## src/rtl/ibm_param.sv

```systemverilog
// Input buffer manager: filters packets by type and buffer availability,
// forwards accepted beats one cycle later and emits per-packet metadata.
//
// Ports:
//   clk, rst_n          clock, asynchronous active-low reset
//   cfg_en              accept enable, sampled at packet head
//   in_ibm_data/_wr     input beat and strobe (flag in top two bits)
//   in_ibm_valid/_wr    packet-good flag, meaningful at the tail
//   in_ibm_tsn_md/_wr   per-packet metadata and its load strobe
//   in_ibm_ID/_count    allocated buffer ID and free-buffer count
//   out_ibm_bufm_ID     free-buffer count passed straight through
//   out_ibm_data/...    forwarded beats, valid flag and strobes
//   out_ibm_md/_wr      metadata with single-cycle strobe
//   stat_pkt/filt/nobuf saturating accept / type-drop / no-buffer counters
module ibm_param #(
    parameter int DW       = 134,
    parameter int TYPE_LSB = 80,
    parameter int MDW      = 24,
    parameter int IDW      = 8,
    parameter int CW       = 5,
    parameter int MIN_FREE = 1,
    parameter int MD_DLY   = 2
) (
    input  logic            clk,
    input  logic            rst_n,
    input  logic            cfg_en,
    input  logic [DW-1:0]   in_ibm_data,
    input  logic            in_ibm_data_wr,
    input  logic            in_ibm_valid,
    input  logic            in_ibm_valid_wr,
    input  logic [MDW-1:0]  in_ibm_tsn_md,
    input  logic            in_ibm_tsn_md_wr,
    input  logic [IDW-1:0]  in_ibm_ID,
    input  logic [CW-1:0]   in_ibm_ID_count,
    output logic [CW-1:0]   out_ibm_bufm_ID,
    output logic [DW-1:0]   out_ibm_data,
    output logic            out_ibm_data_wr,
    output logic            out_ibm_valid,
    output logic            out_ibm_valid_wr,
    output logic [MDW-1:0]  out_ibm_md,
    output logic            out_ibm_md_wr,
    output logic [31:0]     stat_pkt,
    output logic [31:0]     stat_filt,
    output logic [31:0]     stat_nobuf
);

    typedef enum logic [1:0] {
        IDLE,
        TRANS,
        DISC
    } state_t;

    localparam logic [1:0] F_HEAD = 2'b01;
    localparam logic [1:0] F_TAIL = 2'b10;

    state_t              state;
    logic [1:0]          flag;
    logic                is_head;
    logic                is_tail;
    logic [7:0]          ptype;
    logic                type_ok;
    logic                buf_ok;
    logic                cap;
    logic [MDW-IDW-1:0]  md_hold;
    logic [MDW-IDW-1:0]  md_snap;
    logic [MD_DLY-1:0]   pipe_v;
    logic [MDW-1:0]      pipe_d [MD_DLY];

    // The low metadata bits are replaced by the buffer ID, so they are
    // never stored; the tail strobe carries no information beyond the beat.
    logic unused_in;
    assign unused_in = ^{in_ibm_tsn_md[IDW-1:0], in_ibm_valid_wr};

    assign out_ibm_bufm_ID = in_ibm_ID_count;

    assign flag    = in_ibm_data[DW-1:DW-2];
    assign is_head = in_ibm_data_wr && (flag == F_HEAD);
    assign is_tail = in_ibm_data_wr && (flag == F_TAIL);
    assign ptype   = in_ibm_data[TYPE_LSB +: 8];
    assign type_ok = (ptype == 8'd1) || (ptype > 8'd4);
    assign buf_ok  = cfg_en && (in_ibm_ID_count >= CW'(MIN_FREE));

    // A good tail leaving TRANS launches one metadata token.
    assign cap = (state == TRANS) && is_tail && in_ibm_valid;

    function automatic logic [31:0] sat_inc(input logic [31:0] c);
        return (&c) ? c : c + 32'd1;
    endfunction

    always_ff @(posedge clk or negedge rst_n) begin
        if (!rst_n) begin
            state            <= IDLE;
            out_ibm_data     <= '0;
            out_ibm_data_wr  <= 1'b0;
            out_ibm_valid    <= 1'b0;
            out_ibm_valid_wr <= 1'b0;
            md_hold          <= '0;
            md_snap          <= '0;
            stat_pkt         <= '0;
            stat_filt        <= '0;
            stat_nobuf       <= '0;
        end else begin
            out_ibm_data     <= '0;
            out_ibm_data_wr  <= 1'b0;
            out_ibm_valid    <= 1'b0;
            out_ibm_valid_wr <= 1'b0;
            if (in_ibm_tsn_md_wr) begin
                md_hold <= in_ibm_tsn_md[MDW-1:IDW];
            end
            if (in_ibm_data_wr) begin
                unique case (state)
                    IDLE: begin
                        if (is_head) begin
                            if (type_ok && buf_ok) begin
                                state           <= TRANS;
                                md_snap         <= md_hold;
                                out_ibm_data    <= in_ibm_data;
                                out_ibm_data_wr <= 1'b1;
                            end else begin
                                state <= DISC;
                                if (!type_ok) begin
                                    stat_filt <= sat_inc(stat_filt);
                                end else begin
                                    stat_nobuf <= sat_inc(stat_nobuf);
                                end
                            end
                        end
                    end
                    TRANS: begin
                        out_ibm_data_wr <= 1'b1;
                        if (is_tail) begin
                            out_ibm_data     <= in_ibm_data;
                            out_ibm_valid    <= in_ibm_valid;
                            out_ibm_valid_wr <= 1'b1;
                            state            <= IDLE;
                            stat_pkt         <= sat_inc(stat_pkt);
                        end else if (is_head) begin
                            // Unexpected head: close the open packet as bad
                            out_ibm_data     <= {F_TAIL, in_ibm_data[DW-3:0]};
                            out_ibm_valid_wr <= 1'b1;
                            state            <= DISC;
                        end else begin
                            out_ibm_data <= in_ibm_data;
                        end
                    end
                    DISC: begin
                        if (is_tail) begin
                            state <= IDLE;
                        end
                    end
                    default: state <= IDLE;
                endcase
            end
        end
    end

    // Stage 0 lines up with out_ibm_valid_wr; the output register adds
    // the final cycle so the strobe lands MD_DLY cycles after it.
    always_ff @(posedge clk or negedge rst_n) begin
        if (!rst_n) begin
            pipe_v        <= '0;
            out_ibm_md    <= '0;
            out_ibm_md_wr <= 1'b0;
            for (int i = 0; i < MD_DLY; i++) begin
                pipe_d[i] <= '0;
            end
        end else begin
            pipe_v[0] <= cap;
            if (cap) begin
                pipe_d[0] <= {md_snap, in_ibm_ID};
            end
            for (int i = 1; i < MD_DLY; i++) begin
                pipe_v[i] <= pipe_v[i-1];
                pipe_d[i] <= pipe_d[i-1];
            end
            out_ibm_md_wr <= pipe_v[MD_DLY-1];
            if (pipe_v[MD_DLY-1]) begin
                out_ibm_md <= pipe_d[MD_DLY-1];
            end
        end
    end

endmodule

```

## config.mk

```make
export PLATFORM = sky130hd
export DESIGN_NAME = ibm_param
export DESIGN_NICKNAME = d
export VERILOG_FILES = /design/src/rtl/ibm_param.sv
export SDC_FILE = /design/constraint.sdc
export NUM_CORES = 1
export LEC_CHECK = 0
export CAP_MARGIN = 20
export CELL_PAD_IN_SITES_DETAIL_PLACEMENT = 0
export CELL_PAD_IN_SITES_GLOBAL_PLACEMENT = 1
export CORE_ASPECT_RATIO = 0.6
export CORE_MARGIN = 1
export CORE_UTILIZATION = 39
export CTS_CLUSTER_DIAMETER = 150
export DETAILED_ROUTE_END_ITERATION = 7
export MAX_ROUTING_LAYER = met4
export PLACE_DENSITY = 0.95
export SLEW_MARGIN = 15
export SYNTH_ARGS = -nofsm -noshare
export SYNTH_HDL_FRONTEND = slang
export SYNTH_SLANG_ARGS = --single-unit
```

## constraint.sdc

```tcl
create_clock -name clk -period 4.8 [get_ports clk]
set_clock_uncertainty 0.1 [all_clocks]
set_input_delay 0.96 -clock clk [delete_from_list [all_inputs] [get_ports clk]]
set_output_delay 0.96 -clock clk [all_outputs]
set_load 0.01 [all_outputs]
```

==> results of run 1 <==
-- power by group through the flow --
stage               logic [mW]  clock network, mW  registers (mW)
floorplan                0.268                  0            3.36
global placement         0.785                  0            3.33
detailed placement       0.806                  0            3.34
CTS                      0.811               2.71            3.29
global route             0.865               2.83            3.32
finish                   0.799               2.63            3.29
-- state kept, by name, indices dropped and copies added (netlist names) --
register          cells
state                 2
out_ibm_valid_wr      1
pipe_v                2
stat_pkt             32
stat_filt            32
out_ibm_data_wr       1
md_hold              16
out_ibm_valid         1
out_ibm_md_wr         1
md_snap              16
out_ibm_md           24
stat_nobuf           32
pipe_d               48
out_ibm_data        134
-- final cells by class --
class	count	area share
Tap cell	450	0.0296
Clock buffer	53	0.0543
Timing Repair Buffer	442	0.235
Inverter	10	0.00197
Multi-Input combinational cell	566	0.226
Sequential cell	342	0.450
Clock inverter	6	0.00342
-- final timing paths --
kind                                       from              to  slack, ps  cells after the start
worst max-delay path            in_ibm_data[86]    stat_filt[1]       1660                      6
worst min-delay path                  pipe_v[0]       pipe_v[1]        250                      0
worst max register to register      stat_pkt[0]     stat_pkt[1]       2250                      6
worst min register to register        pipe_v[0]       pipe_v[1]        250                      0
max in group asynchronous                 rst_n  stat_nobuf[27]       3120                      2
min in group asynchronous                 rst_n    stat_pkt[13]        420                      1
-- cells in the mapped netlist (all sizes together), types with 3 or more instances --
| library cell | n | area [sq um] |
|---|---|---|
| a21oi | 4 | 20.0 |
| a31oi | 4 | 25.0 |
| and2 | 135 | 845 |
| and3 | 20 | 125 |
| and4 | 13 | 114 |
| buf | 14 | 101 |
| clkbuf | 23 | 86.3 |
| dfrtp | 342 | 8560 |
| ha | 3 | 37.5 |
| inv | 10 | 37.5 |
| mux2 | 84 | 980 |
| nand2 | 26 | 100 |
| nand3 | 34 | 175 |
| nand4 | 41 | 269 |
| nand4b | 3 | 26.3 |
| nor2 | 22 | 92.6 |
| nor3 | 27 | 140 |
| nor3b | 3 | 22.5 |
| nor4 | 17 | 158 |
| nor4b | 7 | 98.9 |
| o21a | 3 | 22.5 |
| o21ai | 5 | 32.5 |
| or2 | 3 | 18.8 |
| or3 | 5 | 32.5 |
| or4 | 3 | 30.0 |
| xnor2 | 52 | 455 |
| xor2 | 35 | 307 |
-- layer usage --
metal | track usage | part of all wire
met4 | 0.0607 | 0.026
met3 | 0.0538 | 0.063
met2 | 0.326 | 0.49
met1 | 0.256 | 0.42
met5 | - | 0
-- through the flow --
stage	util	instance area (sq um)	instances	hold slack [ps]	setup WS (ps)
6_report	0.581	19000	1869	247	1660
2_1_floorplan	-	13100	955	231	2090
3_3_place_gp	0.546	17900	1807	231	1150
3_5_place_dp	0.546	17900	1807	236	1130
4_1_cts	0.580	19000	1866	250	1670
5_1_grt	0.581	19000	1869	261	1540
-- cells by family after synthesis --
| logic type | Yosys count | share of synthesized area |
|---|---|---|
| DFF | 342 | 0.654 |
| and+or+nand+nor | 369 | 0.178 |
| xor gates and xnor gates | 87 | 0.0582 |
| buffers and inverters | 47 | 0.0172 |
| muxes | 84 | 0.0749 |
| adders and majority gates | 3 | 0.00287 |
| AOI/OAI and AO/OA | 23 | 0.0142 |
==> out/results.txt, run 1 <==
status - finished, final reports clean
Synth cell types - 58
die boundary height - 144 um
sequential share of the synthesized area - 0.654
clk buf depth - 3
slowest stage cell, crit path - or4_4
syn_area_per_cell - 13.7 sq um
PostCTS Resize Cnt - 0
Hold Fails Final Rpt - 0
Max IR drop VDD - 0.263 mV
Initial DRT Pass Iterations - 4
CP Launch Type - primary input
footprint of the multi-input gates - 4310 sq um
DR WL/cell - 18.3 um
area delta synth->final - 45.5%
number of global-route vias before repair - 9,188
Fill cells - 2,565
Antenna Violating Nets Remaining - 0
Max Cap Viol - 0
Yosys reg bits - 342
die area - 34,300 sq um
switching share of total power - 0.230
Syn Inst Count - 955
via density per instance - 4.86
class of the most critical setup path - in -> reg
Port Buf Inserts - 431
CTS tree - built
total grt overflow - 0
measured slew at the worst slew-check pin - 846 ps
Slew Limit Fails - 0
# H-tree levels - 2
setup_tns - 0 ps
worst stage delay on the critical path - 590 ps
commonest cells after routing, fill and taps aside - 430 x clkdlybuf4s50_1, 342 x dfrtp_1, 135 x and2_1, 74 x mux2_2, 52 x xnor2_1
gr usage total - 0.204
row cnt - 51
delay-heaviest family, CP - simple AND/OR/NAND/NOR gates
Worst Path Max Fanout - 18
CP required - 5090 ps
first-pass GRT wire length - 52,100 um
Clk network pwr share - 0.392
Final period util - 0.654
internal power - 5.18 mW
yosys warns - 0
IO Pins - 441
Hold/Removal Path Class - reg -> reg
layout cell share with drive strength beyond 1 - 0.123
Routed WL - 34,300 um
starting DRC count in detailed routing - 529
power share of the combinational group - 0.119
Seq pwr share - 0.489
Die W - 238 um
crit path time final - 3140 ps
leading cell type in the layout, fill and taps excluded - clkdlybuf4s50_1
GPL Wtd Cong - 0.868
flip-flop and latch area - 8560 sq um
setup violators final - 0
Post-synth EDFFs - 0
Leak Pwr - 8.50 nW
Critical Path, Cell by Cell - clkdlybuf4s50_1 -> or4_4 -> nor3_2 -> nand2_2 -> or2_1 -> mux2_1
initial antenna violation count - 0
Sink Count - 342
Num CTS Buffers - 34
Core ar. - 32,700 sq um
starting density of the core - 0.400
PwrDens - 353 nW/um^2
relative slew slack - 0.436
Clk Latency, worst-skew pair - 520 ps
largest net degree at the start of global routing - 110
dominant synthesized flop cell - dfrtp_1
clk slew on worst S/H paths - 60 ps
DR DRC count - 0
Fmax - 319 MHz
CP Capture Type - flop
Hold-fix buffers, CTS - 0
Ant. Diodes - 0
Pwr Total - 6.72 mW
detailed-route via count - 9,088
Post-CTS Setup Repair Bufs - 0
RSZ-0062 raised after global routing - false
dpl hpwl - 24,600 um
Mapped Area - 13,100 sq um
Async SR Flop Fraction - 1.00
CP arrival - 3430 ps
syn nets - 1,136
Worst Path Buf+Inv - 1
nets@finish - 1,577
clock root buffer - clkbuf_16
Psw - 1.54 mW
No activity file was read; power rests on OpenSTA's default activity.
==> run 2, diff against run 1 <==
--- a/config.mk
+++ b/config.mk
@@ -10,11 +10,11 @@
 export CELL_PAD_IN_SITES_GLOBAL_PLACEMENT = 1
 export CORE_ASPECT_RATIO = 0.6
 export CORE_MARGIN = 1
-export CORE_UTILIZATION = 39
+export CORE_UTILIZATION = 32
 export CTS_CLUSTER_DIAMETER = 150
 export DETAILED_ROUTE_END_ITERATION = 7
 export MAX_ROUTING_LAYER = met4
-export PLACE_DENSITY = 0.95
+export PLACE_DENSITY = 0.84
 export SLEW_MARGIN = 15
 export SYNTH_ARGS = -nofsm -noshare
 export SYNTH_HDL_FRONTEND = slang
==> constraint.sdc (replaced) <==
create_clock -name clk -period 2.69 [get_ports clk]
set_clock_uncertainty 0.1 [all_clocks]
set_input_delay 0.538 -clock clk [delete_from_list [all_inputs] [get_ports clk]]
set_output_delay 0.538 -clock clk [all_outputs]
set_load 0.01 [all_outputs]
==> run 2 against run 1 <==
Compared with the run above:
- worst setup slack worse by 1400 ps
- worst hold slack improved by 20 ps
- sequential power grew 78%
- combinational power is 83% higher
- via count increased by 0.52%
- clock power grew 93%
- register-to-register slack worse by 1900 ps
- largest power group unchanged
==> out/results.txt, run 2 (same netlist as run 1, synthesis figures left out) <==
RSZ-0062 raised after global routing - false (unchanged)
Final period util - 0.920
status - finished, final reports clean (unchanged)
CP Capture Type - flop (unchanged)
Routed WL - 36,000 um (was 34,300 um)
Hold Fails Final Rpt - 0 (unchanged)
Num CTS Buffers - 35 (was 34)
CTS tree - built (unchanged)
GPL Wtd Cong - 0.833 (was 0.868)
nets@finish - 1,617 (was 1,577)
PwrDens - 633 nW/um^2 (was 353 nW/um^2)
CP required - 3000 ps (was 5090 ps)
Max Cap Viol - 0 (unchanged)
total grt overflow - 0 (unchanged)
FF-to-FF setup slack - 380 ps (was 2250 ps)
clk buf depth - 3 (unchanged)
class of the most critical setup path - in -> reg (unchanged)
measured slew at the worst slew-check pin - 692 ps (was 846 ps)
Worst Path Max Fanout - 5 (was 18)
DR DRC count - 0 (unchanged)
relative slew slack - 0.535 (was 0.436)
via density per instance - 4.60 (was 4.86)
Clk Latency, worst-skew pair - 520 ps (about the same)
WHS Path Cells - 0 (unchanged)
fin cells - 1,985 (was 1,869)
clock root buffer - clkbuf_16 (unchanged)
Post-CTS Setup Repair Bufs - 0 (unchanged)
Worst Hold Endpoint - pipe_d[10] (was pipe_v[1])
IO Pins - 441 (unchanged)
die area - 41,700 sq um (was 34,300 sq um)
die boundary height - 159 um (was 144 um)
number of global-route vias before repair - 9,400 (was 9,188)
Clk network pwr share - 0.409 (was 0.392)
internal power - 9.54 mW (was 5.18 mW)
RR Startpoint - stat_filt[0] (was stat_pkt[0])
Core ar. - 39,700 sq um (was 32,700 sq um)
CP arrival - 2780 ps (was 3430 ps)
max reg flops - 134 (unchanged)
Port Buf Inserts - 431 (unchanged)
leading cell type in the layout, fill and taps excluded - clkdlybuf4s50_1 (unchanged)
area delta synth->final - 49.6% (was 45.5%)
gr usage total - 0.175 (was 0.204)
starting DRC count in detailed routing - 436 (was 529)
row cnt - 56 (was 51)
Sink Count - 342 (unchanged)
starting density of the core - 0.330 (was 0.400)
Initial DRT Pass Iterations - 5 (was 4)
switching share of total power - 0.230 (about the same)
dpl hpwl - 26,600 um (was 24,600 um)
Placed Cells - 1,920 (was 1,807)
biggest regs - out_ibm_data x134, pipe_d x48 (unchanged)
R2R cell count - 6 (unchanged)
Psw - 2.85 mW (was 1.54 mW)
Die W - 263 um (was 238 um)
initial antenna violation count - 1 (was 0)
CP Launch Type - primary input (unchanged)
hold slack - 267 ps (was 247 ps)
FF-to-FF End - stat_filt[31] (was stat_pkt[1])
DR WL/cell - 18.1 um (was 18.3 um)
Fmax - 404 MHz
Reg with most FFs - out_ibm_data (unchanged)
largest net degree at the start of global routing - 76 (was 110)
Slew Limit Fails - 0 (unchanged)
setup violators final - 0 (unchanged)
slowest stage cell, crit path - nor3_1 (was or4_4)
utilization after layout - 0.493 (was 0.581)
Hold/Removal Path Class - reg -> reg (unchanged)
# H-tree levels - 2 (unchanged)
met3 GRT Util - 0.0475 (was 0.0538)
worst stage delay on the critical path - 610 ps (was 590 ps)
first-pass GRT wire length - 54,800 um (was 52,100 um)
Seq pwr share - 0.474 (was 0.489)
Max IR drop VDD - 0.437 mV (was 0.263 mV)
power share of the combinational group - 0.118 (was 0.119)
Critical Path, Cell by Cell - clkdlybuf4s50_1 -> or4_4 -> o21a_1 -> nor3_1 -> nand4b_1 -> xnor2_1 (was clkdlybuf4s50_1 -> or4_4 -> nor3_2 -> nand2_2 -> or2_1 -> mux2_1)
commonest cells after routing, fill and taps aside - 430 x clkdlybuf4s50_1, 342 x dfrtp_1, 135 x and2_1, 74 x mux2_2, 52 x xnor2_1 (unchanged)
Leak Pwr - 8.76 nW (was 8.50 nW)
layout cell share with drive strength beyond 1 - 0.152 (was 0.123)
min-delay src - pipe_d[34] (was pipe_v[0])
Fill cells - 3,463 (was 2,565)
crit path time final - 2470 ps
Antenna Violating Nets Remaining - 0 (unchanged)
GR peak layer - met2 (unchanged)
grt met1 use - 0.220 (was 0.256)
met2 GRT Util - 0.276 (was 0.326)
detailed-route via count - 9,135 (was 9,088)
clk slew on worst S/H paths - 70 ps (was 60 ps)
## run 2: cell count changes in the layout (fill, tap and decap cells not counted), sizes merged
cell	previous run	this run
bufinv	1	4
diode	0	3
clkinvlp	1	0
buf	12	50
inv	12	14
clkbuf	53	45
dlygate4sd3	0	1
clkinv	2	8
## run 2: repair_timing
item | CTS | global route
resized for setup | 0 | 0
endpoints found under the hold margin | 42 | 0
hold buffers | 1 | 0
## run 2: cell type report
cell class / count / area (sq um) / share of cell area
Clock buffer: 45 / 993 / 0.0508
Tap cell: 522 / 653 / 0.0334
Sequential cell: 342 / 8560 / 0.437
Timing Repair Buffer: 481 / 4810 / 0.246
Clock inverter: 16 / 203 / 0.0104
Antenna cell: 3 / 7.51 / 0.000384
Inverter: 10 / 37.5 / 0.00192
Multi-Input combinational cell: 566 / 4310 / 0.220
## run 2: worst max-delay path by stage
stage                       start             end  slack [ps]  depth (start not counted)
3_5_place_dp   in_ibm_ID_count[0]   stat_nobuf[8]        -280                          6
3_3_place_gp   in_ibm_ID_count[0]  stat_nobuf[10]        -250                          6
5_1_grt        in_ibm_ID_count[0]   stat_nobuf[8]         160                          6
4_1_cts           in_ibm_data[86]    stat_filt[1]         280                          7
2_1_floorplan     in_ibm_data[86]     md_snap[10]         400                          5
6_report       in_ibm_ID_count[0]   stat_nobuf[8]         220                          6
## run 2: through the flow
| stage | setup slack (ps) | instance area, sq um | power (mW) | setup TNS [ps] |
|---|---|---|---|---|
| 5_1_grt | 162 | 19600 | 13.0 | 0 |
| 4_1_cts | 282 | 19600 | 12.6 | 0 |
| 2_1_floorplan | 405 | 13100 | 6.47 | 0 |
| 6_report | 216 | 19600 | 12.4 | 0 |
| 3_3_place_gp | -252 | 18400 | 7.38 | -25420 |
| 3_5_place_dp | -282 | 18400 | 7.45 | -33930 |
## run 2: power groups by stage
stage / registers, mW / clock network, mW / logic, mW
after detailed placement: 5.96 / 0 / 1.48
final: 5.87 / 5.07 / 1.46
after global routing: 5.92 / 5.45 / 1.59
after CTS: 5.87 / 5.25 / 1.49
after global placement: 5.93 / 0 / 1.45
after floorplan: 5.99 / 0 / 0.479
## run 2: per-layer routing
metal | wire [um] | part of all wire | vias up
li1 | - | - | 4262
met1 | 15400 | 0.43 | 4579
met2 | 17500 | 0.48 | 237
met3 | 2180 | 0.060 | 57
met4 | 963 | 0.027 | 0
met5 | 0 | 0 | -
## run 2: worst max-delay path, delay by kind of cell
family	cells	cell delay [ps]
AND/OR/NAND/NOR	3	1370
buffers and inverters	1	430
AO/OA/AOI/OAI	1	270
XOR/XNOR	1	160
